$ cat src/rtl/CPU_pkg.sv
// Shared CPU definitions: write-back source indices, starvation default and
// the registered write-port record used by wb_arbiter.
package CPU_pkg;

    localparam int WB_SRC_EX         = 0;
    localparam int WB_SRC_MUL        = 1;
    localparam int WB_SRC_DIV        = 2;
    localparam int WB_SRC_FPU        = 3;
    localparam int WB_STARVE_LIM_DEF = 3;

    localparam int WB_ADDR_W   = 6;
    localparam int WB_DATA_W   = 32;
    localparam int WB_NUM_REGS = 64;

    typedef struct packed {
        logic                 wena;
        logic [WB_ADDR_W-1:0] addr;
        logic [WB_DATA_W-1:0] data;
    } wb_write_t;

endpackage

$ cat src/rtl/wb_scoreboard.sv
// Pending-write mask for the register file: issue sets a bit, write-back
// clears it; a same-cycle issue to the same register keeps it pending.
module wb_scoreboard
    import CPU_pkg::*;
(
    input  logic                   clk_i,
    input  logic                   rst_ni,
    input  logic                   set_i,
    input  logic [WB_ADDR_W-1:0]   set_addr_i,
    input  logic                   clr_i,
    input  logic [WB_ADDR_W-1:0]   clr_addr_i,
    output logic [WB_NUM_REGS-1:0] busy_o
);

    logic [WB_NUM_REGS-1:0] busy_q;
    logic [WB_NUM_REGS-1:0] busy_d;

    // Set is applied after clear so a fresh issue supersedes the old write.
    always_comb begin
        busy_d = busy_q;
        if (clr_i) busy_d[clr_addr_i] = 1'b0;
        if (set_i) busy_d[set_addr_i] = 1'b1;
        busy_d[0] = 1'b0;
    end

    always_ff @(posedge clk_i or negedge rst_ni) begin
        if (!rst_ni) busy_q <= '0;
        else         busy_q <= busy_d;
    end

    assign busy_o = busy_q;

endmodule

$ cat src/rtl/wb_arbiter.sv
// Write-back arbiter: fixed-priority grant with starvation promotion feeding one
// registered register-file write port. Scoreboard built under WB_SCOREBOARD_EN.
module wb_arbiter
    import CPU_pkg::*;
#(
    parameter int N_SRC      = 4,
    parameter int STARVE_LIM = WB_STARVE_LIM_DEF
) (
    input  logic                   clk,
    input  logic                   reset,
    input  logic [N_SRC-1:0]       valid_in,
    output logic [N_SRC-1:0]       ready_out,
    input  logic [6*N_SRC-1:0]     rd_addr_in,
    input  logic [32*N_SRC-1:0]    rd_data_in,
    output logic                   rd_wena_to_WB,
    output logic [5:0]             rd_addr_to_WB,
    output logic [31:0]            rd_data_to_WB,
    input  logic                   sb_set,
    input  logic [5:0]             sb_addr,
    output logic [63:0]            busy
);

    localparam int               CNT_W = $clog2(STARVE_LIM + 1);
    localparam logic [CNT_W-1:0] LIM   = CNT_W'(STARVE_LIM);

    logic [CNT_W-1:0] wait_q [N_SRC];
    logic [CNT_W-1:0] wait_d [N_SRC];
    logic [N_SRC-1:0] starved;
    logic [N_SRC-1:0] cand;
    logic [N_SRC-1:0] gnt;
    logic             xfer;
    logic [5:0]       g_addr;
    logic [31:0]      g_data;
    wb_write_t        wb_q;
    wb_write_t        wb_d;

    // Starved sources, when present, replace the plain valid set as candidates.
    always_comb begin
        starved = '0;
        for (int i = 0; i < N_SRC; i++) starved[i] = valid_in[i] && (wait_q[i] == LIM);
        cand = (|starved) ? starved : valid_in;
        gnt  = '0;
        for (int i = N_SRC - 1; i >= 0; i--) begin
            if (cand[i]) begin
                gnt    = '0;
                gnt[i] = 1'b1;
            end
        end
        if (!reset) gnt = '0;
    end

    assign ready_out = gnt;
    assign xfer      = |gnt;

    always_comb begin
        g_addr = '0;
        g_data = '0;
        for (int i = 0; i < N_SRC; i++) begin
            if (gnt[i]) begin
                g_addr = rd_addr_in[6*i +: 6];
                g_data = rd_data_in[32*i +: 32];
            end
        end
    end

    always_comb begin
        for (int i = 0; i < N_SRC; i++) begin
            if (valid_in[i] && !gnt[i]) wait_d[i] = (wait_q[i] == LIM) ? LIM : wait_q[i] + CNT_W'(1);
            else                        wait_d[i] = '0;
        end
    end

    // x0 still completes its handshake; only the register write is dropped.
    always_comb begin
        wb_d.wena = xfer && (g_addr != 6'd0);
        wb_d.addr = g_addr;
        wb_d.data = g_data;
    end

    always_ff @(posedge clk or negedge reset) begin
        if (!reset) begin
            wb_q <= '0;
            for (int i = 0; i < N_SRC; i++) wait_q[i] <= '0;
        end else begin
            wb_q <= wb_d;
            for (int i = 0; i < N_SRC; i++) wait_q[i] <= wait_d[i];
        end
    end

    assign rd_wena_to_WB = wb_q.wena;
    assign rd_addr_to_WB = wb_q.addr;
    assign rd_data_to_WB = wb_q.data;

`ifdef WB_SCOREBOARD_EN
    wb_scoreboard u_scoreboard (
        .clk_i      (clk),
        .rst_ni     (reset),
        .set_i      (sb_set),
        .set_addr_i (sb_addr),
        .clr_i      (xfer),
        .clr_addr_i (g_addr),
        .busy_o     (busy)
    );
`else
    logic unused_sb;
    assign unused_sb = ^{sb_set, sb_addr};
    assign busy      = '0;
`endif

endmodule

$ cat config.mk
export PLATFORM = sky130hd
export DESIGN_NAME = wb_arbiter
export DESIGN_NICKNAME = d
export VERILOG_FILES = /design/src/rtl/CPU_pkg.sv /design/src/rtl/wb_scoreboard.sv /design/src/rtl/wb_arbiter.sv
export SDC_FILE = /design/constraint.sdc
export NUM_CORES = 1
export LEC_CHECK = 0
export ABC_AREA = 0
export CELL_PAD_IN_SITES_DETAIL_PLACEMENT = 1
export CELL_PAD_IN_SITES_GLOBAL_PLACEMENT = 2
export CORE_MARGIN = 10
export CORE_UTILIZATION = 15
export CTS_CLUSTER_SIZE = 40
export DETAILED_ROUTE_END_ITERATION = 16
export PLACE_DENSITY_LB_ADDON = 0.1
export SKIP_CTS_REPAIR_TIMING = 1
export SYNTH_ARGS = -nofsm -noshare
export SYNTH_HDL_FRONTEND = slang
export SYNTH_SLANG_ARGS = --single-unit
$ cat constraint.sdc
create_clock -name clk -period 2.6 [get_ports clk]
set_input_delay 0.39 -clock clk [delete_from_list [all_inputs] [get_ports clk]]
set_output_delay 0.39 -clock clk [all_outputs]
set_load 0.02 [all_outputs]
==> results.yml, run 1 <==
outcome:
  outcome: "complete, no violations"
floorplanning:
  num_rows: 50
  dieArea_sq_um: 24940
  ios: 272
  start_util_pct: 15.26
  die_w_um: 157.9
  dieHeight_um: 157.9
  core_region_area_sq_um: 18710
clock_tree:
  cts_buffers: 5
  clkLatencyLatePin_ns: 0.30
  cts_tree: "done"
  clockRootBuffer: "clkbuf_16"
  clk_pin_slew_worst_paths_ns: 0.07
  cts.sinks: 47
  ctsLongestPathBuffers: 2
  cts-htree-levels: 2
placement:
  dpl_cell_area_sq_um: 5054
  place.gp.congestion: 0.7448
  portBuffers: 200
  placed_cells: 744
  dp_hpwl_um: 12360
worst_hold_path:
  hold_class: "in2async"
timing:
  setup_viol: 0
  holdWs_ns: 0.4719
  fmax_mhz: 421.2
  skew_ns: 0.006025
  rsz0062_at_grt: "false"
  fin_crit_ns: 2.374
  hold_violations: 0
  slew_violations: 0
  finalCritPeriodShare_pct: 91.32
drt:
  post_drt_wl_per_cell_um: 20.78
  drt_iter0_markers: 128
  antenna_left: 0
  vias: 3052
  via_per_inst: 4.053
  wirelength_um: 15650
  drc: 0
  first_pass_iters: 4
global_routing:
  grt-ovfl-total: 0
  use_met2_pct: 20.47
  track_usage_pct: 11.95
  grt_pass1_vias: 3456
  busiest_layer: "met2"
  grt_start_max_net_pins: 36
  use_met3_pct: 5.183
  antenna_found_initial: 0
  use_met1_pct: 13.67
  grt_pass1_wl_um: 22370
setup_path:
  crit_arrival_ns: 2.60
  cp-start-kind: "input port"
  endpoint_kind: "register"
  cp.required_ns: 2.83
  worstSetupPathType: "in2reg"
  cp_max_fo: 35
layout:
  drive_gt1_share_pct: 9.441
  n_fill_cell: 2170
  final-seq-area_sq_um: 1176
  syn2layout_area_growth_pct: 83.74
  layout.cells.non_filler: 753
  final_area_sq_um: 5244
  final_util_pct: 28.03
  fin_nets: 683
  num_antenna_cells: 0
  multi_input_area_sq_um: 1358
synthesis:
  synth_edf_count: 0
  yosysTopAreaCell: "dfrtp_1"
  synth_seq_cells: 47
  synth_ff_type: "dfrtp_1"
  syn_avg_cell_area_sq_um: 9.450
  synthCells: 302
  synth-seq-area-share_pct: 41.21
  yosysUniqueCellTypes: 39
  synthArstFlopShare_pct: 100.0
  netlist_area_sq_um: 2854
  synth.area.top_cells: "dfrtp_1 (41%), buf_4 (17%), a221oi_1 (9.8%), o22ai_1 (7.5%), nor2_1 (5.8%)"
  synth_top_area_share_pct: 41.21
  yosysWarningCount: 0
power:
  cellPowerDensity_nw_per_um2: 476.8
  vdd_drop_max_uv: 192.2
  p_leak_nw: 2.241
flow_run:
  max_cap_violations: 0
-- registers in the layout, indices dropped and copies added, names as in the netlist --
register,flops
rd_data_to_WB,32
wait_q,8
rd_wena_to_WB,1
rd_addr_to_WB,6
-- synthesized netlist by cell type (5+ instances only) --
cell type  count
nor2_1        44
clkbuf_1       9
and3_1         5
a21oi_1        5
a221oi_1      32
dfrtp_1       47
nand2_1        7
buf_2          8
o22ai_1       34
buf_4         64
-- cells by family after synthesis --
logic type             Yosys count  synth area share, %
AOI/OAI and AO/OA               92                25.12
buffers and inverters           88                20.69
and+or+nand+nor                 74                12.85
DFF                             47                41.21
other                            1               0.1314
-- cells in the final DEF (no fill, tap or decap), types with 2 or more instances in the layout --
master,synthesis,layout
a211oi_1,2,2
a21oi_1,5,5
a221o_1,4,4
a221oi_1,32,32
a22o_1,2,2
a32o_1,2,2
and3_1,5,3
and3_2,0,2
buf_4,64,26
clkbuf_16,0,5
clkbuf_8,0,2
clkdlybuf4s50_1,0,195
conb_1,1,64
dfrtp_1,47,47
dlymetal6s2s_1,0,4
inv_1,4,4
nand2_1,7,7
nand3_1,3,3
nor2_1,44,44
nor3b_1,4,4
o21ai_0,3,3
o21ba_1,2,2
o22ai_1,34,34
-- worst max-delay path: stages --
cell and delay, ns:
clkdlybuf4s50_1 0.45, and3_2 0.29, or3_4 0.42, o211ai_4 0.11, buf_4 0.44, o22ai_1 0.20
o21ba_1 0.20, nand4bb_1 0.09
-- cell type report --
class	instances	area share, %
timing repair buffer	228	42.57
multi-input combinational	230	25.89
sequential	47	22.43
tap	234	5.583
clock buffer	7	2.911
inverter	6	0.4772
clock inverter	1	0.1432
-- metrics by stage --
step	worst slack, ns	setup TNS (ns)	total power, W
after global routing	0.08566	0	0.002668
after CTS	-0.2295	-0.4612	0.002563
after detailed placement	-0.2161	-0.6080	0.001800
final	0.2256	0	0.002500
after floorplan	0.5479	0	0.001317
after global placement	-0.2444	-0.5177	0.001793
-- where the power goes --
part           total, W  internal [W]  switching [W]
Clock          0.000721      0.000410       0.000310
Sequential     0.000851      0.000818      0.0000333
Combinational  0.000929      0.000473       0.000456
-- metal layers --
layer  wire, um  up-vias  share of wire [%]
met5          0        -                  0
met4         99        0               0.63
met3       1557        5                 10
met2       7775      164                 50
met1       6214     1458                 40
li1           -     1425                  -
-- path summary, 6_finish.rpt --
path	from	cells after the start	slack, ns	end
max	valid_in[2]	8	0.23	rd_wena_to_WB
min	reset	2	0.47	wait_q[1]
max reg2reg	wait_q[0]	7	0.34	rd_wena_to_WB
min reg2reg	wait_q[2]	1	0.50	wait_q[2]
max in group asynchronous	reset	3	1.42	rd_data_to_WB[17]
min in group clk	wait_q[2]	1	0.50	wait_q[2]
Power figures use the tool's default switching activity.
==> run 2: changes to the inputs <==
Settings changed: CTS_BUF_LIST set to sky130_fd_sc_hd__clkbuf_8.
==> run 2 against run 1 <==
  * Clock power decreased by 26%
  * Largest cell class unchanged
  * Largest power group unchanged
  * Global-route usage about the same
  * Worst hold slack lost 0.032 ns
  * Routed wire length hardly changed
  * Register-to-register slack about the same
  * Cell count unchanged
  * Fmax rose by 1.3%
  * Non-clock buffer count stayed put
==> results.yml, run 2 (same netlist as run 1, synthesis figures left out) <==
outcome:
  outcome: "complete, no violations"
setup_path:
  cp.required_ns: 2.86
  cp-start-kind: "input port"
  crit_arrival_ns: 2.60
  worstSetupPathType: "in2reg"
  cp_max_fo: 35
  endpoint_kind: "register"
worst_hold_path:
  hold_class: "in2async"
clock_tree:
  clkLatencyLatePin_ns: 0.33
  clockRootBuffer: "clkbuf_8"
  cts_tree: "done"
  cts.sinks: 47
  cts-htree-levels: 2
  cts_buffers: 5
  ctsLongestPathBuffers: 2
  clk_pin_slew_worst_paths_ns: 0.09
floorplanning:
  die_w_um: 157.9
  core_region_area_sq_um: 18710
  ios: 272
  num_rows: 50
  start_util_pct: 15.26
  dieArea_sq_um: 24940
  dieHeight_um: 157.9
global_routing:
  antenna_found_initial: 0
  grt-ovfl-total: 0
  use_met3_pct: 5.237
  busiest_layer: "met2"
  track_usage_pct: 11.97
  use_met1_pct: 13.64
  grt_pass1_vias: 3439
  grt_pass1_wl_um: 22340
  grt_start_max_net_pins: 36
  use_met2_pct: 20.43
placement:
  place.gp.congestion: 0.7448
  placed_cells: 744
  portBuffers: 200
  dp_slack_ns: -0.2161
  dp_hpwl_um: 12360
timing:
  hold_violations: 0
  rsz0062_at_grt: "false"
  slew_violations: 0
  fmax_mhz: 426.8
  fin_crit_ns: 2.343
  holdWs_ns: 0.4398
  skew_ns: 0.009190
  finalCritPeriodShare_pct: 90.11
  setup_viol: 0
  final.setup.worst_slack_ns: 0.2571
layout:
  drive_gt1_share_pct: 9.441
  fin_nets: 683
  largest_reg_flops: 32
  final-seq-area_sq_um: 1176
  final_common_cell: "clkdlybuf4s50_1"
  layout.cells.non_filler: 753
  n_fill_cell: 2172
  layout_common_cells: "clkdlybuf4s50_1 (195), conb_1 (64), dfrtp_1 (47)"
  syn2layout_area_growth_pct: 81.76
  multi_input_area_sq_um: 1358
  num_antenna_cells: 0
drt:
  drt_iter0_markers: 133
  drc: 0
  first_pass_iters: 4
  via_per_inst: 4.037
  vias: 3040
  antenna_left: 0
  wirelength_um: 15650
  post_drt_wl_per_cell_um: 20.78
power:
  p_leak_nw: 2.215
  cellPowerDensity_nw_per_um2: 446.4
  vdd_drop_max_uv: 168.2
flow_run:
  max_cap_violations: 0
## run 2: metal layers
metal,vias to the layer above,part of all wire (%)
met5,-,0
met4,0,0.70
met3,7,9.6
met2,153,49
met1,1456,40
li1,1424,-
## run 2: power by group
group / switching [W] / internal [W]
Clock: 0.000294 / 0.000243
Combinational: 0.000455 / 0.000473
Sequential: 0.0000332 / 0.000817
Total: 0.000783 / 0.00153
## run 2: critical path: stages
cell and delay [ns]:
clkdlybuf4s50_1 0.45, and3_2 0.29, or3_4 0.42, o211ai_4 0.11, buf_4 0.44, o22ai_1 0.20
o21ba_1 0.20, nand4bb_1 0.09
## run 2: final cells by class
type / count / area share, %
clock inverter: 1 / 0.1447
inverter: 6 / 0.4824
sequential: 47 / 22.67
tap: 234 / 5.644
clock buffer: 7 / 1.857
multi-input combinational: 230 / 26.17
timing repair buffer: 228 / 43.03
## run 2: per-stage QoR
stage / utilization (%) / instance area, sq um / setup TNS (ns) / power [W]
after floorplan: - / 3090 / 0 / 0.001317
after global placement: 27.02 / 5054 / -0.5177 / 0.001793
after detailed placement: 27.02 / 5054 / -0.6080 / 0.001800
after CTS: 27.57 / 5157 / -0.4612 / 0.002381
after global routing: 27.73 / 5187 / 0 / 0.002484
final: 27.73 / 5187 / 0 / 0.002316
## run 2: final timing paths
| kind | cells past startpoint | end | startpoint | slack (ns) |
|---|---|---|---|---|
| worst max-delay path | 8 | rd_wena_to_WB | valid_in[2] | 0.26 |
| min in group clk | 1 | wait_q[2] | wait_q[2] | 0.51 |
| worst min-delay path | 2 | wait_q[1] | reset | 0.44 |
| worst max register to register | 7 | rd_wena_to_WB | wait_q[0] | 0.34 |
| worst min register to register | 1 | wait_q[2] | wait_q[2] | 0.51 |
| max in group asynchronous | 3 | rd_data_to_WB[15] | reset | 1.46 |
